`src/rtl/alu_pkg.sv`:
```
// Shared opcode constants and flag bit positions for the ALU datapath.
package alu_pkg;

    localparam logic [7:0] OP_AND  = 8'h01;
    localparam logic [7:0] OP_OR   = 8'h02;
    localparam logic [7:0] OP_XOR  = 8'h03;
    localparam logic [7:0] OP_ADD  = 8'h05;
    localparam logic [7:0] OP_NOT  = 8'h07;
    localparam logic [7:0] OP_SUB  = 8'h09;
    localparam logic [7:0] OP_CMP  = 8'h0B;
    localparam logic [7:0] OP_MOV  = 8'h0D;
    localparam logic [7:0] OP_LSH  = 8'h84;
    localparam logic [7:0] OP_ASHU = 8'h86;

    localparam int FLAG_N = 4;
    localparam int FLAG_Z = 3;
    localparam int FLAG_F = 2;
    localparam int FLAG_L = 1;
    localparam int FLAG_C = 0;

    function automatic logic is_defined(input logic [7:0] op);
        case (op)
            OP_AND, OP_OR, OP_XOR, OP_ADD, OP_NOT,
            OP_SUB, OP_CMP, OP_MOV, OP_LSH, OP_ASHU:
                is_defined = 1'b1;
            default:
                is_defined = 1'b0;
        endcase
    endfunction

endpackage

```
`src/rtl/regfile16.sv`:
```
// 16x16 register file: two async read ports, one sync write port.
// Reset loads each register with its own index.
module regfile16 (
    input  logic        clk,
    input  logic        rst_n,
    input  logic [3:0]  ra,
    input  logic [3:0]  rb,
    input  logic [3:0]  wa,
    input  logic [15:0] wd,
    input  logic        we,
    output logic [15:0] rd_a,
    output logic [15:0] rd_b
);

    logic [15:0] regs [16];

    always_ff @(posedge clk or negedge rst_n) begin
        if (!rst_n) begin
            for (int i = 0; i < 16; i++) begin
                regs[i] <= 16'(i);
            end
        end else if (we) begin
            regs[wa] <= wd;
        end
    end

    assign rd_a = regs[ra];
    assign rd_b = regs[rb];

endmodule

```
`src/rtl/alu_data.sv`:
```
// ALU datapath: operand muxes, combinational ALU, flag register,
// and write-back into the register file at reg[rb].
module alu_data
    import alu_pkg::*;
(
    input  logic        clk,
    input  logic        rst_n,
    input  logic [3:0]  ra,
    input  logic [3:0]  rb,
    input  logic        im_mux,
    input  logic        pc_mux,
    input  logic [15:0] pc,
    input  logic [15:0] immediate,
    input  logic [7:0]  OP,
    input  logic        regwrt,
    output logic [4:0]  flag,
    output logic [15:0] ALU_output
);

    logic [15:0] rd_a;
    logic [15:0] rd_b;
    logic [15:0] a;
    logic [15:0] b;
    logic [16:0] sum;
    logic [16:0] diff;
    logic [4:0]  amt;
    logic [15:0] shl;
    logic [15:0] lsr;
    logic [15:0] asr;
    logic        we;
    logic        flag_en;
    logic [4:0]  flag_nxt;

    assign a = pc_mux ? pc : rd_a;
    assign b = im_mux ? immediate : rd_b;

    assign sum  = {1'b0, a} + {1'b0, b};
    assign diff = {1'b0, a} - {1'b0, b};

    // Negative counts become a 1..16 right-shift magnitude.
    assign amt = ~b[4:0] + 5'd1;
    assign shl = a << b[3:0];
    assign lsr = a >> amt;
    assign asr = 16'($signed(a) >>> amt);

    always_comb begin
        ALU_output = '0;
        case (OP)
            OP_AND:  ALU_output = a & b;
            OP_OR:   ALU_output = a | b;
            OP_XOR:  ALU_output = a ^ b;
            OP_ADD:  ALU_output = sum[15:0];
            OP_NOT:  ALU_output = ~a;
            OP_SUB:  ALU_output = diff[15:0];
            OP_CMP:  ALU_output = diff[15:0];
            OP_MOV:  ALU_output = a;
            OP_LSH:  ALU_output = b[4] ? lsr : shl;
            OP_ASHU: ALU_output = b[4] ? asr : shl;
            default: ALU_output = '0;
        endcase
    end

    always_comb begin
        flag_en  = 1'b0;
        flag_nxt = flag;
        if (OP == OP_ADD) begin
            flag_en          = 1'b1;
            flag_nxt[FLAG_C] = sum[16];
            flag_nxt[FLAG_L] = a < b;
            flag_nxt[FLAG_F] = (a[15] == b[15]) && (sum[15] != a[15]);
            flag_nxt[FLAG_Z] = sum[15:0] == 16'h0;
            flag_nxt[FLAG_N] = sum[15];
        end else if (OP == OP_SUB || OP == OP_CMP) begin
            flag_en          = 1'b1;
            flag_nxt[FLAG_C] = diff[16];
            flag_nxt[FLAG_L] = a < b;
            flag_nxt[FLAG_F] = (a[15] != b[15]) && (diff[15] != a[15]);
            flag_nxt[FLAG_Z] = diff[15:0] == 16'h0;
            flag_nxt[FLAG_N] = $signed(a) < $signed(b);
        end
    end

    assign we = regwrt && is_defined(OP) && (OP != OP_CMP);

    always_ff @(posedge clk or negedge rst_n) begin
        if (!rst_n) begin
            flag <= '0;
        end else if (flag_en) begin
            flag <= flag_nxt;
        end
    end

    regfile16 u_regfile (
        .clk   (clk),
        .rst_n (rst_n),
        .ra    (ra),
        .rb    (rb),
        .wa    (rb),
        .wd    (ALU_output),
        .we    (we),
        .rd_a  (rd_a),
        .rd_b  (rd_b)
    );

endmodule

```
`config.mk`:
```
export PLATFORM = sky130hd
export DESIGN_NAME = alu_data
export DESIGN_NICKNAME = d
export VERILOG_FILES = /design/src/rtl/alu_pkg.sv /design/src/rtl/regfile16.sv /design/src/rtl/alu_data.sv
export SDC_FILE = /design/constraint.sdc
export NUM_CORES = 1
export LEC_CHECK = 0
export ABC_CLOCK_PERIOD_IN_PS = 7400
export CAP_MARGIN = 15
export CORE_MARGIN = 1.5
export CORE_UTILIZATION = 30
export DETAILED_ROUTE_END_ITERATION = 8
export PLACE_DENSITY = 0.51
export SLEW_MARGIN = 20
export SYNTH_ARGS = -nofsm -noshare
export SYNTH_HDL_FRONTEND = slang
export SYNTH_HIERARCHICAL = 1
export SYNTH_SLANG_ARGS = --single-unit
```
`constraint.sdc`:
```
create_clock -name clk -period 7.4 [get_ports clk]
set_input_delay 0.74 -clock clk [delete_from_list [all_inputs] [get_ports clk]]
set_output_delay 0.74 -clock clk [all_outputs]
set_load 0.05 [all_outputs]
```
==> run_results.csv <==
group,metric,value,unit
critical_path,slowest_delay,0.67,ns
logic_synthesis,netlist_area,18500,sq um
route,vias_per_cell,5.85,
clocking,clock_sink_count,261,
sta,post-route-period-util,95.0,%
sta,tns,0,ns
clocking,cts-root-buf,"clkbuf_16",
sta,hold_viol_final,0,
critical_path,setup.worst_path.start,"ra[0]",
clocking,clk_pin_slew,0.06,ns
grt,antenna_found_initial,1,
power_and_ir_drop,pwr-share-seq,41.0,%
run,maxCapViolCount,0,
power_and_ir_drop,p_total,3.58,mW
place,dp_cells,2422,
sta,finalMaxSlewViolations,0,
sta,max_freq,142,MHz
route,wl_met2,33.2,mm
clocking,hold_buffers,0,
route,wl_met3,3.44,mm
power_and_ir_drop,switchingPower,1.07,mW
logic_synthesis,syn_avg_cell_area,11.4,sq um
clocking,cts_setup_buffers,0,
critical_path,cp-start-kind,"primary input",
route,drt_iter0_markers,1282,
grt,grt_pass1_vias,14871,
final_layout,final_common_cell,"dfrtp_1",
logic_synthesis,synth_seq_area_share,35.6,%
final_layout,fin_nets,1777,
logic_synthesis,syn_nets,1723,
power_and_ir_drop,p_per_area,168,nW/um^2
critical_path,ff2ff_setup_slack,1.82,ns
critical_path,rr_worst_depth,15,
sta,finalWorstPathRequiredPeriod,7.03,ns
critical_path,rr_startpoint,"u_regfile/regs[200]$_DFFE_PN0P_",
route,wire_per_inst,27.4,um
final_layout,drive_gt1_share,33.5,%
logic_synthesis,ys_types,83,
power_and_ir_drop,ir_drop,0.161,mV
critical_path,slowest_stage,"mux2i_1",
die,die_area,63100,sq um
clocking,numCtsBuffers,29,
final_layout,syn_to_final_growth,15.5,%
critical_path,path_cells,"buf_4 > buf_4 > mux4_2 > a22oi_1 > nand2_1 > mux2i_1 > inv_1 > ha_1 > a221o_1 > o2111ai_1 > a2111oi_0 > buf_4 > nor3_1 > xnor2_1 > o221ai_1 > buf_4 > buf_12",
final_layout,fin_area,21300,sq um
sta,slew_headroom,23.4,%
die,die_w,251,um
final_layout,final_cell_mix,"dfrtp_1, mux2_2, mux4_2, nand2_1, buf_4",
clocking,worstSkewPairLatency,0.58,ns
route,vias,14491,
die,start_util,30.5,%
grt,grt_pass1_wl,101,mm
clocking,htreeDepth,1,
power_and_ir_drop,swShare,29.8,%
power_and_ir_drop,pwr-share-comb,19.3,%
sta,skew,0.0333,ns
sta,rsz0062_at_grt,"false",
sta,setup_viol,0,
critical_path,worst_setup_path_end_kind,"primary output",
logic_synthesis,synth_ff_type,"dfrtp_1",
route,drcViolationCount,0,
die,die_y,251,um
logic_synthesis,yosysWarnings,6,
grt,overflow,0,
logic_synthesis,synthCells,1617,
place,routabilityCongestion,0.987,
power_and_ir_drop,intPower,2.52,mW
logic_synthesis,ys_seq_elements,261,
power_and_ir_drop,pwr-share-clk,39.8,%
critical_path,worstPathRequired,6.66,ns
route,wl,67.7,mm
die,num_rows,90,
place,post_dp_cell_area,20400,sq um
route,wl_met1,28.3,mm
grt,track_usage,21.3,%
route,dr.max_layer_used,"met4",
place,port_buffers,73,
sta,timing.hold.ws,0.233,ns
run_status,outcome,"completed",
die,core_area,60600,sq um
grt,grt_max_degree,140,
critical_path,crit_type,"in2out",
final_layout,finalNonFillerCells,2476,
hold_path,min-delay-path-class,"in2async",
logic_synthesis,synth_edf_count,0,
clocking,cts.path.max_buffers,3,
route,drtPass1Iterations,7,
critical_path,cp_common_cell,"buf_4",
clocking,cts_tree,"built",
critical_path,critical_path_peak_fanout,25,
critical_path,timing.rr.end,"u_regfile/regs[143]$_DFFE_PN0P_",
critical_path,cp.arrival,6.29,ns
die,ios,74,
place,place_hpwl,48.7,mm
logic_synthesis,synth-async-reset-ratio,100,%
sta,worst_pin_slew,1.14,ns
clocking,cts_resized,0,
power_and_ir_drop,leakagePower,9.49,nW
route,antenna_left,0,
final_layout,num_antenna_cells,0,
-- critical path, delay by kind of cell --
| kind | cells | cell delay, ns |
|---|---|---|
| buffers and inverters | 6 | 1.74 |
| AND/OR/NAND/NOR | 2 | 0.48 |
| multiplexers | 2 | 1.18 |
| XOR/XNOR | 1 | 0.14 |
| adder cells (fa/ha/maj) | 1 | 0.37 |
| AO/OA/AOI/OAI | 5 | 1.59 |
-- area by class of cell --
class / count / area [sq um]
Fill cell: 5905 / 39200
Inverter: 46 / 173
Clock buffer: 41 / 831
Tap cell: 782 / 978
Clock inverter: 13 / 105
Timing Repair Buffer: 155 / 1460
Multi-Input combinational cell: 1178 / 11200
Sequential cell: 261 / 6570
-- synth_stat cells, types with 12 or more instances --
cell / instances / area (sq um)
ha_1: 51 / 638
o21ai_0: 39 / 195
mux2_1: 49 / 552
inv_2: 17 / 63.8
nor2_1: 84 / 315
dfstp_2: 32 / 841
mux2_2: 213 / 2400
nand2_1: 111 / 417
inv_1: 29 / 109
o21ai_1: 20 / 100
mux2i_1: 54 / 541
a21o_1: 12 / 90.1
dfrtp_1: 229 / 5730
o211ai_1: 24 / 180
clkbuf_1: 78 / 293
a21oi_1: 49 / 245
a22oi_1: 69 / 518
nor3_1: 25 / 125
mux4_2: 130 / 2930
buf_2: 41 / 205
xnor2_1: 19 / 166
a221oi_1: 13 / 114
nand3_1: 23 / 115
-- worst max-delay path by stage --
stage | end | slack [ns] | cells after the start
after floorplan | ALU_output[14] | 0.55 | 18
after global placement | ALU_output[13] | 0.39 | 17
after detailed placement | ALU_output[13] | 0.45 | 17
after CTS | ALU_output[13] | 0.42 | 17
after global routing | ALU_output[13] | 0.01 | 17
final | ALU_output[13] | 0.37 | 17
-- kinds of logic (layout without fill, tap and decap cells) --
group / count (synthesis) / count (layout) / synth area share [%]
AOI/OAI and AO/OA: 320 / 320 / 12.0
xor gates and xnor gates: 26 / 26 / 1.27
adders and majority gates: 53 / 53 / 3.67
buffers and inverters: 178 / 255 / 4.02
DFF: 261 / 261 / 35.6
muxes: 450 / 450 / 35.1
and+or+nand+nor: 329 / 329 / 8.42
-- routing by layer --
layer	global-route usage [%]	vias to the layer above
met2	36.8	537
li1	-	6318
met3	2.43	132
met4	8.28	0
met5	0	-
met1	27.2	7504
-- per-stage QoR --
stage          utilization [%]  worst slack (ns)
2_1_floorplan                -             0.552
3_3_place_gp              33.7             0.391
3_5_place_dp              33.7             0.448
4_1_cts                   35.2             0.418
5_1_grt                   35.2            0.0122
6_report                  35.2             0.366
-- sequential cells by signal, summed over array words and instances, names as in the netlist --
| register | flops |
|---|---|
| u_regfile/regs | 256 |
| flag | 5 |
-- power groups by stage --
stage	clock (mW)	combinational [mW]	sequential, mW
floorplan	0	0.397	1.50
global placement	0	0.681	1.49
detailed placement	0	0.681	1.49
CTS	1.47	0.683	1.47
global route	1.53	0.735	1.47
finish	1.43	0.690	1.47
Power figures use the tool's default switching activity.
